$ cat src/rtl/fetch_pkg.sv
// Shared types for the instruction fetch unit: FSM state encoding and
// the 2-byte opcode classifier.
package fetch_pkg;

   typedef enum logic [2:0] {
      BOOT_ADDR,
      BOOT_DATA,
      REQ,
      OP,
      IMM,
      HOLD
   } fetch_state_e;

   localparam logic [3:0] TWO_BYTE_OPC_DEF = 4'hC;

   // Upper nibble of the opcode selects the 2-byte (opcode + immediate) format.
   function automatic logic is_two_byte(input logic [7:0] opcode,
                                        input logic [3:0] key);
      return opcode[7:4] == key;
   endfunction

endpackage

$ cat src/rtl/instr_fetch_unit.sv
// Instruction fetch: drives memory port A, assembles 1/2-byte instructions,
// owns the PC. Define FETCH_BOOT_VECTOR_EN to load the start PC from M[0].
module instr_fetch_unit
   import fetch_pkg::*;
#(
   parameter int                 ADDR_W       = 8,
   parameter int                 DATA_W       = 8,
   parameter logic [ADDR_W-1:0]  RESET_PC     = 8'h00,
   parameter logic [3:0]         TWO_BYTE_OPC = TWO_BYTE_OPC_DEF
) (
   input  logic              clk,
   input  logic              rst,
   output logic [ADDR_W-1:0] mem_addr,
   input  logic [DATA_W-1:0] mem_rdata,
   input  logic              redirect_valid,
   input  logic [ADDR_W-1:0] redirect_pc,
   output logic              out_valid,
   input  logic              out_ready,
   output logic [DATA_W-1:0] out_opcode,
   output logic [DATA_W-1:0] out_imm,
   output logic              out_len2,
   output logic [ADDR_W-1:0] out_pc
);

`ifdef FETCH_BOOT_VECTOR_EN
   localparam fetch_state_e      RST_STATE = BOOT_ADDR;
   localparam logic [ADDR_W-1:0] RST_PC    = '0;
`else
   localparam fetch_state_e      RST_STATE = REQ;
   localparam logic [ADDR_W-1:0] RST_PC    = RESET_PC;
`endif

   fetch_state_e      state_q, state_d;
   logic [ADDR_W-1:0] pc_q, pc_d;
   logic [ADDR_W-1:0] out_pc_q, out_pc_d;
   logic [DATA_W-1:0] opcode_q, opcode_d;
   logic [DATA_W-1:0] imm_q, imm_d;
   logic              len2_q, len2_d;
   logic              valid_q, valid_d;
   logic              rdata_two;

   assign rdata_two = is_two_byte(mem_rdata[DATA_W-1 -: 8], TWO_BYTE_OPC);

   always_ff @(posedge clk or negedge rst) begin
      if (!rst) begin
         state_q  <= RST_STATE;
         pc_q     <= RST_PC;
         out_pc_q <= '0;
         opcode_q <= '0;
         imm_q    <= '0;
         len2_q   <= 1'b0;
         valid_q  <= 1'b0;
      end else begin
         state_q  <= state_d;
         pc_q     <= pc_d;
         out_pc_q <= out_pc_d;
         opcode_q <= opcode_d;
         imm_q    <= imm_d;
         len2_q   <= len2_d;
         valid_q  <= valid_d;
      end
   end

   always_comb begin
      state_d  = state_q;
      pc_d     = pc_q;
      out_pc_d = out_pc_q;
      opcode_d = opcode_q;
      imm_d    = imm_q;
      len2_d   = len2_q;
      mem_addr = pc_q;
      case (state_q)
`ifdef FETCH_BOOT_VECTOR_EN
         BOOT_ADDR: begin
            mem_addr = '0;
            state_d  = BOOT_DATA;
         end
         BOOT_DATA: begin
            mem_addr = '0;
            pc_d     = mem_rdata[ADDR_W-1:0];
            state_d  = REQ;
         end
`endif
         REQ: state_d = OP;
         OP: begin
            // Immediate address is presented unconditionally; the read is only
            // consumed when the opcode turns out to be 2-byte.
            mem_addr = pc_q + 1'b1;
            opcode_d = mem_rdata;
            out_pc_d = pc_q;
            len2_d   = rdata_two;
            if (rdata_two) begin
               state_d = IMM;
            end else begin
               imm_d   = '0;
               state_d = HOLD;
            end
         end
         IMM: begin
            imm_d   = mem_rdata;
            state_d = HOLD;
         end
         HOLD: begin
            if (out_ready) begin
               pc_d    = pc_q + ADDR_W'(len2_q ? 2 : 1);
               state_d = REQ;
            end
         end
         default: state_d = RST_STATE;
      endcase
      // A HOLD handshake in the same cycle still completes; only the PC source changes.
      if (redirect_valid && (state_q inside {REQ, OP, IMM, HOLD})) begin
         pc_d    = redirect_pc;
         state_d = REQ;
      end
   end

   assign valid_d    = (state_d == HOLD);
   assign out_valid  = valid_q;
   assign out_opcode = opcode_q;
   assign out_imm    = imm_q;
   assign out_len2   = len2_q;
   assign out_pc     = out_pc_q;

endmodule
$ cat config.mk
export PLATFORM = sky130hd
export DESIGN_NAME = instr_fetch_unit
export DESIGN_NICKNAME = d
export VERILOG_FILES = /design/src/rtl/fetch_pkg.sv /design/src/rtl/instr_fetch_unit.sv
export SDC_FILE = /design/constraint.sdc
export NUM_CORES = 1
export LEC_CHECK = 0
export ABC_AREA = 1
export CORE_MARGIN = 4
export CORE_UTILIZATION = 40
export DETAILED_ROUTE_END_ITERATION = 6
export HOLD_SLACK_MARGIN = 0.06
export PLACE_DENSITY = 0.79
export SYNTH_ARGS = -nofsm -noshare
export SYNTH_HDL_FRONTEND = slang
export SYNTH_SLANG_ARGS = --single-unit
$ cat constraint.sdc
create_clock -name clk -period 4.3 [get_ports clk]
set_input_delay 0.86 -clock clk [delete_from_list [all_inputs] [get_ports clk]]
set_output_delay 0.86 -clock clk [all_outputs]
set_load 0.02 [all_outputs]
==> report_table.html, run 1 <==
<table>
<tr><th>Metric</th><th>Value</th></tr>
<tr><th colspan="2">Timing</th></tr>
<tr><td>Setup repair after global routing missed its margin</td><td>false</td></tr>
<tr><td>Final Critical Period</td><td>3253 ps</td></tr>
<tr><td>Share of the clock period used by the worst path after layout</td><td>0.7565</td></tr>
<tr><td>Final number of setup-violating endpoints</td><td>0</td></tr>
<tr><td>Rel. slew slack</td><td>0.4377</td></tr>
<tr><td>Smallest setup slack after layout</td><td>1047 ps</td></tr>
<tr><td>Top achievable clock speed</td><td>0.3074 GHz</td></tr>
<tr><td>Slew @ Worst Pin</td><td>843.5 ps</td></tr>
<tr><td>Count of endpoints failing hold in the final timing report</td><td>0</td></tr>
<tr><td>Total Negative Setup Slacks</td><td>0 ps</td></tr>
<tr><td>Final max-slew violation count</td><td>0</td></tr>
<tr><td>Clk_skew</td><td>9.410 ps</td></tr>
<tr><th colspan="2">Floorplan</th></tr>
<tr><td>Placement row count</td><td>25</td></tr>
<tr><td>Total I/O pin count</td><td>54</td></tr>
<tr><td>Die Y</td><td>77.90 um</td></tr>
<tr><td>Die span in x</td><td>77.90 um</td></tr>
<tr><td>Initial Utilization</td><td>0.4138</td></tr>
<tr><td>Overall die area</td><td>6068 um2</td></tr>
<tr><td>Core outline area</td><td>4723 um2</td></tr>
<tr><th colspan="2">CTS</th></tr>
<tr><td>Clk slew on worst S/H paths</td><td>80 ps</td></tr>
<tr><td>Root Buffer Master</td><td>sky130_fd_sc_hd__clkbuf_8</td></tr>
<tr><td>Count of H-tree levels built during CTS</td><td>2</td></tr>
<tr><td>Clock Latency Late Sink</td><td>290 ps</td></tr>
<tr><td>CTS tree</td><td>done</td></tr>
<tr><td>Buffers from clock root to sink, at most</td><td>2</td></tr>
<tr><td>Resized Gates After CTS</td><td>0</td></tr>
<tr><td>Quantity of hold-fixing buffers added after cts</td><td>0</td></tr>
<tr><td>CTS buffer count</td><td>5</td></tr>
<tr><td>Setup bufs post-CTS</td><td>0</td></tr>
<tr><td>Clk sinks</td><td>37</td></tr>
<tr><th colspan="2">Finish</th></tr>
<tr><td>Number of nets in the final layout</td><td>300</td></tr>
<tr><td>Number of fillers in the final layout</td><td>438</td></tr>
<tr><td>Most frequent cells in the layout</td><td>sky130_fd_sc_hd__nand2_1, sky130_fd_sc_hd__clkdlybuf4s50_1, sky130_fd_sc_hd__dfrtp_1</td></tr>
<tr><td>Leading cell type in the layout, fill and taps excluded</td><td>sky130_fd_sc_hd__nand2_1</td></tr>
<tr><td>Ant. Diodes</td><td>0</td></tr>
<tr><td>Signed area change from the synthesized netlist to the final layout</td><td>32.59%</td></tr>
<tr><td>Fraction of layout instances using a drive strength above 1</td><td>0.1232</td></tr>
<tr><th colspan="2">Logic synthesis</th></tr>
<tr><td>Part of the Yosys area used for sequential elements</td><td>0.4744</td></tr>
<tr><td>Number of storage elements in the synthesis netlist</td><td>37</td></tr>
<tr><td>Unique masters post-synth</td><td>32</td></tr>
<tr><td>Yosys top cell by area</td><td>sky130_fd_sc_hd__dfrtp_1</td></tr>
<tr><td>Synthesized area per cell</td><td>8.764 um2</td></tr>
<tr><td>Synth area leaders</td><td>sky130_fd_sc_hd__dfrtp_1, sky130_fd_sc_hd__nand2_1, sky130_fd_sc_hd__inv_1</td></tr>
<tr><td>Synthesis Warnings</td><td>0</td></tr>
<tr><td>Share of the synthesized area in the top cell type</td><td>0.4609</td></tr>
<tr><td>Total nets after synthesis</td><td>247</td></tr>
<tr><td>Netlist area before placement</td><td>1954 um2</td></tr>
<tr><td>Number of cells produced by synthesis</td><td>223</td></tr>
<tr><th colspan="2">Job</th></tr>
<tr><td>Max-cap violations</td><td>0</td></tr>
<tr><th colspan="2">Setup path</th></tr>
<tr><td>Worst EP required</td><td>3440 ps</td></tr>
<tr><td>Length in cells of the worst reg-to-reg path</td><td>10</td></tr>
<tr><td>Type of element capturing the critical path</td><td>output pin</td></tr>
<tr><td>Startpoint of the most critical register-to-register path</td><td>out_len2$_DFFE_PN0N_</td></tr>
<tr><td>Launch point of the critical path</td><td>state_q[1]$_DFF_PN1_</td></tr>
<tr><td>Biggest fanout along the worst timing path</td><td>36</td></tr>
<tr><td>Critical path start-end classification</td><td>reg2out</td></tr>
<tr><td>Startpoint Class</td><td>register</td></tr>
<tr><td>Critical path arrival</td><td>2390 ps</td></tr>
<tr><th colspan="2">Global route</th></tr>
<tr><td>Maximum number of pins on one net before global-route repair</td><td>38</td></tr>
<tr><td>Final global-route overflow total</td><td>0</td></tr>
<tr><td>First-pass GRT wire length</td><td>7.348 mm</td></tr>
<tr><td>Number of global-route vias before repair</td><td>1,561</td></tr>
<tr><td>Total GRT Usage</td><td>0.1525</td></tr>
<tr><td>Initial antenna violation count</td><td>0</td></tr>
<tr><th colspan="2">Pwr</th></tr>
<tr><td>Total power divided by cell area</td><td>781.1 nW/um2</td></tr>
<tr><td>Worst ir drop on vdd</td><td>456.2 uV</td></tr>
<tr><td>LEAKAGE</td><td>1.220 nW</td></tr>
<tr><th colspan="2">Outcome</th></tr>
<tr><td>Status</td><td>complete, no violations</td></tr>
<tr><th colspan="2">Drt</th></tr>
<tr><td>DRC violations left</td><td>0</td></tr>
<tr><td>Initial DRT Pass Iterations</td><td>4</td></tr>
<tr><td>Initial DRC count</td><td>92</td></tr>
<tr><td>Routed len/inst</td><td>12.84 um</td></tr>
<tr><td>Routed via count</td><td>1,607</td></tr>
<tr><td>Routed Antenna Nets</td><td>0</td></tr>
<tr><td>Routed wire length</td><td>4.405 mm</td></tr>
<tr><td>Avg Vias per Cell</td><td>4.685</td></tr>
<tr><th colspan="2">Placement</th></tr>
<tr><td>Port buffer count</td><td>53</td></tr>
<tr><td>Detailed placer's ending HPWL</td><td>3.295 mm</td></tr>
<tr><td>Routability cong.</td><td>0.8599</td></tr>
<tr><td>Worst setup slack before clock tree synthesis</td><td>1347 ps</td></tr>
<tr><th colspan="2">Worst hold path</th></tr>
<tr><td>Launch instance of the worst min-delay path</td><td>out_opcode[7]$_DFFE_PN0N_</td></tr>
<tr><td>Kind of path behind the tightest hold check</td><td>reg2reg</td></tr>
<tr><td>Hold Crit Depth</td><td>2</td></tr>
</table>
[layout make-up]
class,count,area [um2],area share
Tap cell,67,83.83,0.03235
Clock buffer,6,82.58,0.03187
Timing Repair Buffer,53,525.5,0.2028
Inverter,32,122.6,0.04732
Sequential cell,37,927.1,0.3578
Multi-Input combinational cell,147,842.1,0.3250
Clock inverter,1,7.507,0.002897
[critical path, cell delays in order, from the launching register on]
cell	delay [ps]
sky130_fd_sc_hd__dfstp_2	580
sky130_fd_sc_hd__nand3_4	320
sky130_fd_sc_hd__nor2_4	230
sky130_fd_sc_hd__nand2_2	90
sky130_fd_sc_hd__nor2_2	100
sky130_fd_sc_hd__xor2_1	150
sky130_fd_sc_hd__clkdlybuf4s50_1	620
[stage by stage]
step	std cells	total power, mW	cell area, um2	util	hold slack (ps)
after CTS	343	2.041	2591	0.5486	496.0
after detailed placement	336	1.788	2501	0.5295	477.4
final	343	2.024	2591	0.5486	493.3
after global routing	343	2.185	2591	0.5486	518.8
after global placement	336	1.760	2501	0.5295	469.3
after floorplan	223	1.349	1954	-	470.7
[path summary, 6_finish.rpt]
check / slack (ps) / end
max in group asynchronous: 3090 / pc_q[3]$_DFFE_PN0P_
min reg2reg: 490 / out_opcode[7]$_DFFE_PN0N_
min in group asynchronous: 670 / out_opcode[3]$_DFFE_PN0N_
max reg2reg: 2470 / pc_q[6]$_DFFE_PN0P_
max: 1050 / mem_addr[6]
min: 490 / out_opcode[7]$_DFFE_PN0N_
[kinds of logic after synthesis]
family                     count (synthesis)  synth area share
and+or+nand+nor                           99            0.2465
buffers and inverters                     39           0.09475
DFF                                       37            0.4744
AOI/OAI and AO/OA                         36            0.1191
xor gates and xnor gates                   8           0.03585
adders and majority gates                  4           0.02945
[cells in the mapped netlist (all sizes together)]
| cell | n |
|---|---|
| fa | 1 |
| xor2 | 8 |
| nor3 | 1 |
| clkbuf | 3 |
| o21ai | 32 |
| nand3 | 19 |
| dfstp | 1 |
| o21a | 1 |
| buf | 4 |
| ha | 3 |
| inv | 32 |
| nand3b | 2 |
| o211ai | 3 |
| nor2 | 11 |
| dfrtp | 36 |
| or2 | 2 |
| nand4 | 2 |
| nand2 | 62 |
[power breakdown]
part | internal (mW) | switching, mW | total, mW
registers | 0.506 | 0.128 | 0.634
clock network | 0.127 | 0.122 | 0.249
logic | 0.475 | 0.666 | 1.14
[metal layers]
layer  global-route usage  routed length (um)  part of all wire  vias up
met4              0.06294                  88             0.020        0
met1               0.1979                2049              0.47      736
met2               0.2363                1984              0.45       47
met3              0.04640                 283             0.064       10
met5                    0                   0                 0        -
li1                     -                   -                 -      814
[flip-flops by register name, summed over array words and instances, names as in the netlist]
signal / flops
out_imm: 8
out_opcode: 8
out_pc: 8
pc_q: 8
state_q: 3
out_len2: 1
out_valid: 1
Power figures use the tool's default switching activity.
==> inputs of run 2 (changes only) <==
PLACE_DENSITY = 0.82   (was 0.79)
clock period = 2.9 ns   (was 4.3 ns; I/O delays follow)
==> report_table.html, run 2 (synthesis results as in run 1) <==
<table>
<tr><th>Metric</th><th>Value</th></tr>
<tr><th colspan="2">Drt</th></tr>
<tr><td>DRC violations left</td><td>0 (unchanged)</td></tr>
<tr><td>Routed wire length</td><td>4.319 mm (-2.0%)</td></tr>
<tr><td>Initial DRC count</td><td>63 (-32%)</td></tr>
<tr><td>Routed len/inst</td><td>12.52 um (-2.5%)</td></tr>
<tr><td>Routed via count</td><td>1,580 (-1.7%)</td></tr>
<tr><td>Avg Vias per Cell</td><td>4.580 (-2.3%)</td></tr>
<tr><td>Routed Antenna Nets</td><td>0 (unchanged)</td></tr>
<tr><td>Initial DRT Pass Iterations</td><td>4 (unchanged)</td></tr>
<tr><th colspan="2">Setup path</th></tr>
<tr><td>Slowest cell delay on critical path</td><td>620 ps (about the same)</td></tr>
<tr><td>Capturing element of the worst setup path</td><td>mem_addr[6]</td></tr>
<tr><td>Type of element capturing the critical path</td><td>output pin</td></tr>
<tr><td>Crit path cell chain</td><td>nand3_4 -&gt; nor2_4 -&gt; nand2_2 -&gt; nor2_2 -&gt; xor2_1 -&gt; clkdlybuf4s50_1</td></tr>
<tr><td>Launch point of the critical path</td><td>state_q[1]$_DFF_PN1_</td></tr>
<tr><td>Cell with the largest stage delay on the worst path</td><td>sky130_fd_sc_hd__clkdlybuf4s50_1</td></tr>
<tr><td>Critical path arrival</td><td>2090 ps (-300 ps)</td></tr>
<tr><td>Critical path start-end classification</td><td>reg2out</td></tr>
<tr><td>Number of gates on the worst path with buffers counted</td><td>6 (unchanged)</td></tr>
<tr><td>Reg-to-reg slack, setup</td><td>1080 ps (-1390 ps)</td></tr>
<tr><td>Worst EP required</td><td>2320 ps (-1120 ps)</td></tr>
<tr><td>Family with the most delay on the worst path</td><td>buffers and inverters</td></tr>
<tr><td>Biggest fanout along the worst timing path</td><td>6 (-83%)</td></tr>
<tr><td>Length in cells of the worst reg-to-reg path</td><td>10 (unchanged)</td></tr>
<tr><td>Startpoint Class</td><td>register</td></tr>
<tr><td>Startpoint of the most critical register-to-register path</td><td>out_len2$_DFFE_PN0N_</td></tr>
<tr><td>Critical path buffer and inverter count</td><td>1 (unchanged)</td></tr>
<tr><td>FF-to-FF End</td><td>pc_q[6]$_DFFE_PN0P_</td></tr>
<tr><th colspan="2">Finish</th></tr>
<tr><td>Number of nets in the final layout</td><td>301 (+0.33%)</td></tr>
<tr><td>Ant. Diodes</td><td>0 (unchanged)</td></tr>
<tr><td>Fraction of layout instances using a drive strength above 1</td><td>0.1259 (+0.002711)</td></tr>
<tr><td>Number of fillers in the final layout</td><td>422 (-3.7%)</td></tr>
<tr><td>Most frequent cells in the layout</td><td>sky130_fd_sc_hd__nand2_1, sky130_fd_sc_hd__clkdlybuf4s50_1, sky130_fd_sc_hd__dfrtp_1</td></tr>
<tr><td>Signed area change from the synthesized netlist to the final layout</td><td>34.63%</td></tr>
<tr><td>Final non-filler cell total</td><td>345 (+0.58%)</td></tr>
<tr><td>Leading cell type in the layout, fill and taps excluded</td><td>sky130_fd_sc_hd__nand2_1</td></tr>
<tr><th colspan="2">Global route</th></tr>
<tr><td>First-pass GRT wire length</td><td>7.590 mm (+3.3%)</td></tr>
<tr><td>Total GRT Usage</td><td>0.1576 (+0.005087)</td></tr>
<tr><td>Initial antenna violation count</td><td>0 (unchanged)</td></tr>
<tr><td>Maximum number of pins on one net before global-route repair</td><td>38 (unchanged)</td></tr>
<tr><td>Final global-route overflow total</td><td>0 (unchanged)</td></tr>
<tr><td>Number of global-route vias before repair</td><td>1,638 (+4.9%)</td></tr>
<tr><th colspan="2">CTS</th></tr>
<tr><td>CTS buffer count</td><td>5 (unchanged)</td></tr>
<tr><td>Buffers from clock root to sink, at most</td><td>2 (unchanged)</td></tr>
<tr><td>Clk sinks</td><td>37 (unchanged)</td></tr>
<tr><td>Quantity of hold-fixing buffers added after cts</td><td>0 (unchanged)</td></tr>
<tr><td>Clk slew on worst S/H paths</td><td>70 ps (about the same)</td></tr>
<tr><td>Setup bufs post-CTS</td><td>0 (unchanged)</td></tr>
<tr><td>Root Buffer Master</td><td>sky130_fd_sc_hd__clkbuf_8</td></tr>
<tr><td>Clock Latency Late Sink</td><td>290 ps (about the same)</td></tr>
<tr><td>CTS tree</td><td>done</td></tr>
<tr><td>Count of H-tree levels built during CTS</td><td>2 (unchanged)</td></tr>
<tr><th colspan="2">Placement</th></tr>
<tr><td>Routability cong.</td><td>0.8061 (-6.3%)</td></tr>
<tr><td>Cells after DPL</td><td>337 (+0.30%)</td></tr>
<tr><td>Detailed placer's ending HPWL</td><td>3.227 mm (-2.1%)</td></tr>
<tr><td>Port buffer count</td><td>53 (unchanged)</td></tr>
<tr><th colspan="2">Pwr</th></tr>
<tr><td>LEAKAGE</td><td>1.243 nW (+1.9%)</td></tr>
<tr><td>Worst ir drop on vdd</td><td>627.9 uV (+38%)</td></tr>
<tr><td>Power Total</td><td>3.116 mW (+54%)</td></tr>
<tr><td>Total power divided by cell area</td><td>1184 nW/um2 (+52%)</td></tr>
<tr><th colspan="2">Timing</th></tr>
<tr><td>Clk_skew</td><td>4.119 ps (-5.291 ps)</td></tr>
<tr><td>Final number of setup-violating endpoints</td><td>0 (unchanged)</td></tr>
<tr><td>Final Critical Period</td><td>2674 ps</td></tr>
<tr><td>Count of endpoints failing hold in the final timing report</td><td>0 (unchanged)</td></tr>
<tr><td>Slew @ Worst Pin</td><td>815.6 ps (-27.84 ps)</td></tr>
<tr><td>Setup repair after global routing missed its margin</td><td>false</td></tr>
<tr><td>Top achievable clock speed</td><td>0.3740 GHz</td></tr>
<tr><td>Final max-slew violation count</td><td>0 (unchanged)</td></tr>
<tr><td>Share of the clock period used by the worst path after layout</td><td>0.9220</td></tr>
<tr><td>Total Negative Setup Slacks</td><td>0 ps (unchanged)</td></tr>
<tr><td>Rel. slew slack</td><td>0.4562 (+0.01856)</td></tr>
<tr><th colspan="2">Floorplan</th></tr>
<tr><td>Total I/O pin count</td><td>54 (unchanged)</td></tr>
<tr><td>Core outline area</td><td>4723 um2 (unchanged)</td></tr>
<tr><td>Placement row count</td><td>25 (unchanged)</td></tr>
<tr><td>Die Y</td><td>77.90 um (unchanged)</td></tr>
<tr><td>Die span in x</td><td>77.90 um (unchanged)</td></tr>
<tr><td>Initial Utilization</td><td>0.4138 (unchanged)</td></tr>
<tr><td>Overall die area</td><td>6068 um2 (unchanged)</td></tr>
<tr><th colspan="2">Worst hold path</th></tr>
<tr><td>Kind of path behind the tightest hold check</td><td>in2async</td></tr>
<tr><th colspan="2">Job</th></tr>
<tr><td>Max-cap violations</td><td>0 (unchanged)</td></tr>
<tr><th colspan="2">Outcome</th></tr>
<tr><td>Status</td><td>complete, no violations</td></tr>
</table>
run 2: changes by cell type in the layout (fill, tap and decap cells not counted):
cell / before / now
sky130_fd_sc_hd__buf_4: 0 / 1
sky130_fd_sc_hd__bufinv_16: 0 / 1
sky130_fd_sc_hd__clkbuf_1: 0 / 1
sky130_fd_sc_hd__clkinvlp_4: 1 / 0
sky130_fd_sc_hd__nor3_2: 1 / 0
sky130_fd_sc_hd__nor3_4: 0 / 1
run 2: worst min-delay path by stage:
stage	slack (ps)	depth (start not counted)	end	from
final	380	1	out_imm[3]$_DFFE_PN0P_	rst
after global routing	440	1	out_imm[2]$_DFFE_PN0P_	rst
after CTS	400	1	out_imm[2]$_DFFE_PN0P_	rst
after detailed placement	470	2	out_opcode[4]$_DFFE_PN0N_	out_opcode[4]$_DFFE_PN0N_
after global placement	460	2	out_pc[2]$_DFFE_PN0N_	out_pc[2]$_DFFE_PN0N_
after floorplan	280	0	out_imm[0]$_DFFE_PN0P_	rst
run 2: stage by stage:
stage | instance area, um2 | setup slack (ps) | util | hold slack [ps]
floorplan | 1954 | 969.4 | - | 284.4
global route | 2631 | 70.26 | 0.5571 | 436.0
finish | 2631 | 226.2 | 0.5571 | 376.7
detailed placement | 2509 | 498.7 | 0.5311 | 473.9
CTS | 2625 | 157.9 | 0.5558 | 401.4
global placement | 2509 | 511.6 | 0.5311 | 464.3
run 2: timing repair:
item / CTS / global route
gates resized for setup: 0 / 1
endpoints found under the setup margin: 0 / 1
endpoints found under the hold margin: 0 / 0
run 2: area by class of cell:
cell class              count  area (um2)  area share
clock buffers               7       86.33     0.03281
clock inverters             1       30.03     0.01141
inverters                  32       122.6     0.04660
multi-input cells         147       848.3      0.3224
flip-flops and latches     37       927.1      0.3524
well taps                  67       83.83     0.03186
repair buffers             54       533.0      0.2026
run 2: worst reg2reg max path: stages (launching register included):
cell                      delay [ps]
sky130_fd_sc_hd__dfrtp_1         420
sky130_fd_sc_hd__inv_1           120
sky130_fd_sc_hd__ha_1            180
sky130_fd_sc_hd__inv_1            60
sky130_fd_sc_hd__fa_1            410
sky130_fd_sc_hd__nor2_1          190
sky130_fd_sc_hd__nand3_1          90
sky130_fd_sc_hd__nand3_1          90
sky130_fd_sc_hd__nand2_1          50
sky130_fd_sc_hd__nand2_1          50
sky130_fd_sc_hd__nand2_1          60
run 2: layer usage:
layer / GRT usage / part of all wire / vias up
li1: - / - / 814
met1: 0.1969 / 0.46 / 716
met2: 0.2560 / 0.46 / 44
met3: 0.05220 / 0.063 / 6
met4: 0.05245 / 0.012 / 0
met5: 0 / 0 / -
run 2: power breakdown:
group | total [mW] | switching [mW] | internal, mW
clock | 0.462 | 0.181 | 0.280
combinational | 1.73 | 1.01 | 0.718
sequential | 0.927 | 0.177 | 0.750
==> inputs of run 3 (changes only) <==
CTS_CLUSTER_DIAMETER = 120   (was unset)
PLACE_DENSITY = unset   (was 0.82)
PLACE_DENSITY_LB_ADDON = 0.2   (was unset)
SLEW_MARGIN = 40   (was unset)
==> report_table.html, run 3 (synthesis results as in run 1) <==
<table>
<tr><th>Metric</th><th>Value</th></tr>
<tr><th colspan="2">Outcome</th></tr>
<tr><td>Status</td><td>complete, no violations</td></tr>
<tr><th colspan="2">Timing</th></tr>
<tr><td>Final Critical Period</td><td>2741 ps (+66.77 ps)</td></tr>
<tr><td>Rel. slew slack</td><td>0.5149 (+0.05864)</td></tr>
<tr><td>Setup repair after global routing missed its margin</td><td>false</td></tr>
<tr><td>Count of endpoints failing hold in the final timing report</td><td>0 (unchanged)</td></tr>
<tr><td>Total Negative Setup Slacks</td><td>0 ps (unchanged)</td></tr>
<tr><td>Final number of setup-violating endpoints</td><td>0 (unchanged)</td></tr>
<tr><td>Slew @ Worst Pin</td><td>727.7 ps (-87.96 ps)</td></tr>
<tr><td>Share of the clock period used by the worst path after layout</td><td>0.9450 (+0.02302)</td></tr>
<tr><td>Final max-slew violation count</td><td>0 (unchanged)</td></tr>
<tr><td>Top achievable clock speed</td><td>0.3649 GHz (-2.4%)</td></tr>
<tr><td>Clk_skew</td><td>2.491 ps (-1.628 ps)</td></tr>
<tr><th colspan="2">Finish</th></tr>
<tr><td>Signed area change from the synthesized netlist to the final layout</td><td>32.91%</td></tr>
<tr><td>Ant. Diodes</td><td>0 (unchanged)</td></tr>
<tr><td>Number of nets in the final layout</td><td>301 (unchanged)</td></tr>
<tr><td>Fraction of layout instances using a drive strength above 1</td><td>0.1227 (-0.003156)</td></tr>
<tr><td>Most frequent cells in the layout</td><td>sky130_fd_sc_hd__nand2_1, sky130_fd_sc_hd__clkdlybuf4s50_1, sky130_fd_sc_hd__dfrtp_1</td></tr>
<tr><td>Leading cell type in the layout, fill and taps excluded</td><td>sky130_fd_sc_hd__nand2_1</td></tr>
<tr><td>Number of fillers in the final layout</td><td>454 (+7.6%)</td></tr>
<tr><th colspan="2">Setup path</th></tr>
<tr><td>Cell with the largest stage delay on the worst path</td><td>sky130_fd_sc_hd__clkdlybuf4s50_1</td></tr>
<tr><td>Family with the most delay on the worst path</td><td>buffers and inverters</td></tr>
<tr><td>Biggest fanout along the worst timing path</td><td>14 (+8)</td></tr>
<tr><td>Critical path arrival</td><td>2160 ps (+70 ps)</td></tr>
<tr><td>Type of element capturing the critical path</td><td>output pin</td></tr>
<tr><td>Startpoint Class</td><td>register</td></tr>
<tr><td>Critical path start-end classification</td><td>reg2out</td></tr>
<tr><td>Critical path buffer and inverter count</td><td>1 (unchanged)</td></tr>
<tr><td>Worst EP required</td><td>2320 ps (about the same)</td></tr>
<tr><td>Crit path cell chain</td><td>nand3_4 -&gt; nor2_4 -&gt; nand2_2 -&gt; nor2_2 -&gt; xor2_1 -&gt; clkdlybuf4s50_1</td></tr>
<tr><td>Slowest cell delay on critical path</td><td>620 ps (about the same)</td></tr>
<tr><th colspan="2">CTS</th></tr>
<tr><td>Count of H-tree levels built during CTS</td><td>2 (unchanged)</td></tr>
<tr><td>Clk sinks</td><td>37 (unchanged)</td></tr>
<tr><td>Clock Latency Late Sink</td><td>280 ps (about the same)</td></tr>
<tr><td>Buffers from clock root to sink, at most</td><td>2 (unchanged)</td></tr>
<tr><td>Quantity of hold-fixing buffers added after cts</td><td>0 (unchanged)</td></tr>
<tr><td>Resized Gates After CTS</td><td>0 (unchanged)</td></tr>
<tr><td>Root Buffer Master</td><td>sky130_fd_sc_hd__clkbuf_8</td></tr>
<tr><td>Clk slew on worst S/H paths</td><td>70 ps (about the same)</td></tr>
<tr><td>Setup bufs post-CTS</td><td>0 (unchanged)</td></tr>
<tr><td>CTS buffer count</td><td>5 (unchanged)</td></tr>
<tr><td>CTS tree</td><td>done</td></tr>
<tr><th colspan="2">Floorplan</th></tr>
<tr><td>Overall die area</td><td>6068 um2 (unchanged)</td></tr>
<tr><td>Placement row count</td><td>25 (unchanged)</td></tr>
<tr><td>Total I/O pin count</td><td>54 (unchanged)</td></tr>
<tr><td>Core outline area</td><td>4723 um2 (unchanged)</td></tr>
<tr><td>Die Y</td><td>77.90 um (unchanged)</td></tr>
<tr><td>Die span in x</td><td>77.90 um (unchanged)</td></tr>
<tr><td>Initial Utilization</td><td>0.4138 (unchanged)</td></tr>
<tr><th colspan="2">Pwr</th></tr>
<tr><td>Power Total</td><td>2.993 mW (-3.9%)</td></tr>
<tr><td>Total power divided by cell area</td><td>1152 nW/um2 (-2.7%)</td></tr>
<tr><td>Worst ir drop on vdd</td><td>457.1 uV (-27%)</td></tr>
<tr><td>LEAKAGE</td><td>1.226 nW (-1.4%)</td></tr>
<tr><th colspan="2">Global route</th></tr>
<tr><td>First-pass GRT wire length</td><td>7.383 mm (-2.7%)</td></tr>
<tr><td>Total GRT Usage</td><td>0.1523 (-0.005312)</td></tr>
<tr><td>Initial antenna violation count</td><td>0 (unchanged)</td></tr>
<tr><td>Final global-route overflow total</td><td>0 (unchanged)</td></tr>
<tr><td>Maximum number of pins on one net before global-route repair</td><td>38 (unchanged)</td></tr>
<tr><td>Number of global-route vias before repair</td><td>1,599 (-2.4%)</td></tr>
<tr><th colspan="2">Drt</th></tr>
<tr><td>Routed len/inst</td><td>12.26 um (-2.1%)</td></tr>
<tr><td>Routed Antenna Nets</td><td>0 (unchanged)</td></tr>
<tr><td>DRC violations left</td><td>0 (unchanged)</td></tr>
<tr><td>Initial DRT Pass Iterations</td><td>4 (unchanged)</td></tr>
<tr><td>Initial DRC count</td><td>90 (+43%)</td></tr>
<tr><td>Routed via count</td><td>1,592 (+0.76%)</td></tr>
<tr><td>Routed wire length</td><td>4.217 mm (-2.4%)</td></tr>
<tr><td>Avg Vias per Cell</td><td>4.628 (+1.1%)</td></tr>
<tr><th colspan="2">Placement</th></tr>
<tr><td>Routability cong.</td><td>0.8593 (+6.6%)</td></tr>
<tr><td>Port buffer count</td><td>53 (unchanged)</td></tr>
<tr><td>Detailed placer's ending HPWL</td><td>3.236 mm (+0.28%)</td></tr>
<tr><th colspan="2">Worst hold path</th></tr>
<tr><td>Kind of path behind the tightest hold check</td><td>in2async</td></tr>
<tr><th colspan="2">Job</th></tr>
<tr><td>Max-cap violations</td><td>0 (unchanged)</td></tr>
</table>
[run 3: cell count changes in the layout (fill, tap and decap cells not counted), sizes merged]
cell	delta
bufinv	-1
[run 3: routing by layer]
layer,vias up,wire length [um],track usage
met3,7,289,0.04408
met4,0,54,0.05070
li1,806,-,-
met2,46,1895,0.2432
met1,733,1978,0.1978
met5,-,0,0
[run 3: stage by stage]
step	instance area [um2]	hold slack [ps]	util	worst slack, ps	std cells
3_5_place_dp	2509	476.4	0.5311	451.8	337
5_1_grt	2597	280.8	0.5499	18.64	344
4_1_cts	2595	418.4	0.5494	135.5	344
3_3_place_gp	2509	468.8	0.5311	483.5	337
6_report	2597	246.6	0.5499	159.5	344
2_1_floorplan	1954	284.4	-	969.4	223
[run 3: area by class of cell]
| type | instances | area (um2) | area share |
|---|---|---|---|
| Inverter | 32 | 122.6 | 0.04721 |
| Multi-Input combinational cell | 147 | 842.1 | 0.3242 |
| Sequential cell | 37 | 927.1 | 0.3569 |
| Timing Repair Buffer | 54 | 535.5 | 0.2062 |
| Clock buffer | 7 | 86.33 | 0.03324 |
| Tap cell | 67 | 83.83 | 0.03227 |
[run 3: worst register-to-register path, delay by kind of cell (launching register included)]
kind / cells / cell delay (ps)
fa+ha+maj: 2 / 590
buf+inv: 2 / 170
flops: 1 / 420
simple gates: 6 / 540
[run 3: where the power goes]
part	internal, mW	switching [mW]	leakage (nW)	total [mW]
Clock	0.188	0.170	0.0443	0.359
Sequential	0.751	0.184	0.468	0.935
Combinational	0.714	0.986	0.714	1.70
[run 3: final timing paths]
check,depth (start not counted),startpoint,end,slack [ps]
setup / recovery,6,state_q[1]$_DFF_PN1_,mem_addr[6],160
hold / removal,1,rst,out_imm[2]$_DFFE_PN0P_,250
setup reg to reg,10,out_len2$_DFFE_PN0N_,pc_q[6]$_DFFE_PN0P_,1080
hold reg to reg,2,out_pc[4]$_DFFE_PN0N_,out_pc[4]$_DFFE_PN0N_,490
max in group asynchronous,1,rst,state_q[1]$_DFF_PN1_,2300
min in group clk,2,out_pc[4]$_DFFE_PN0N_,out_pc[4]$_DFFE_PN0N_,490
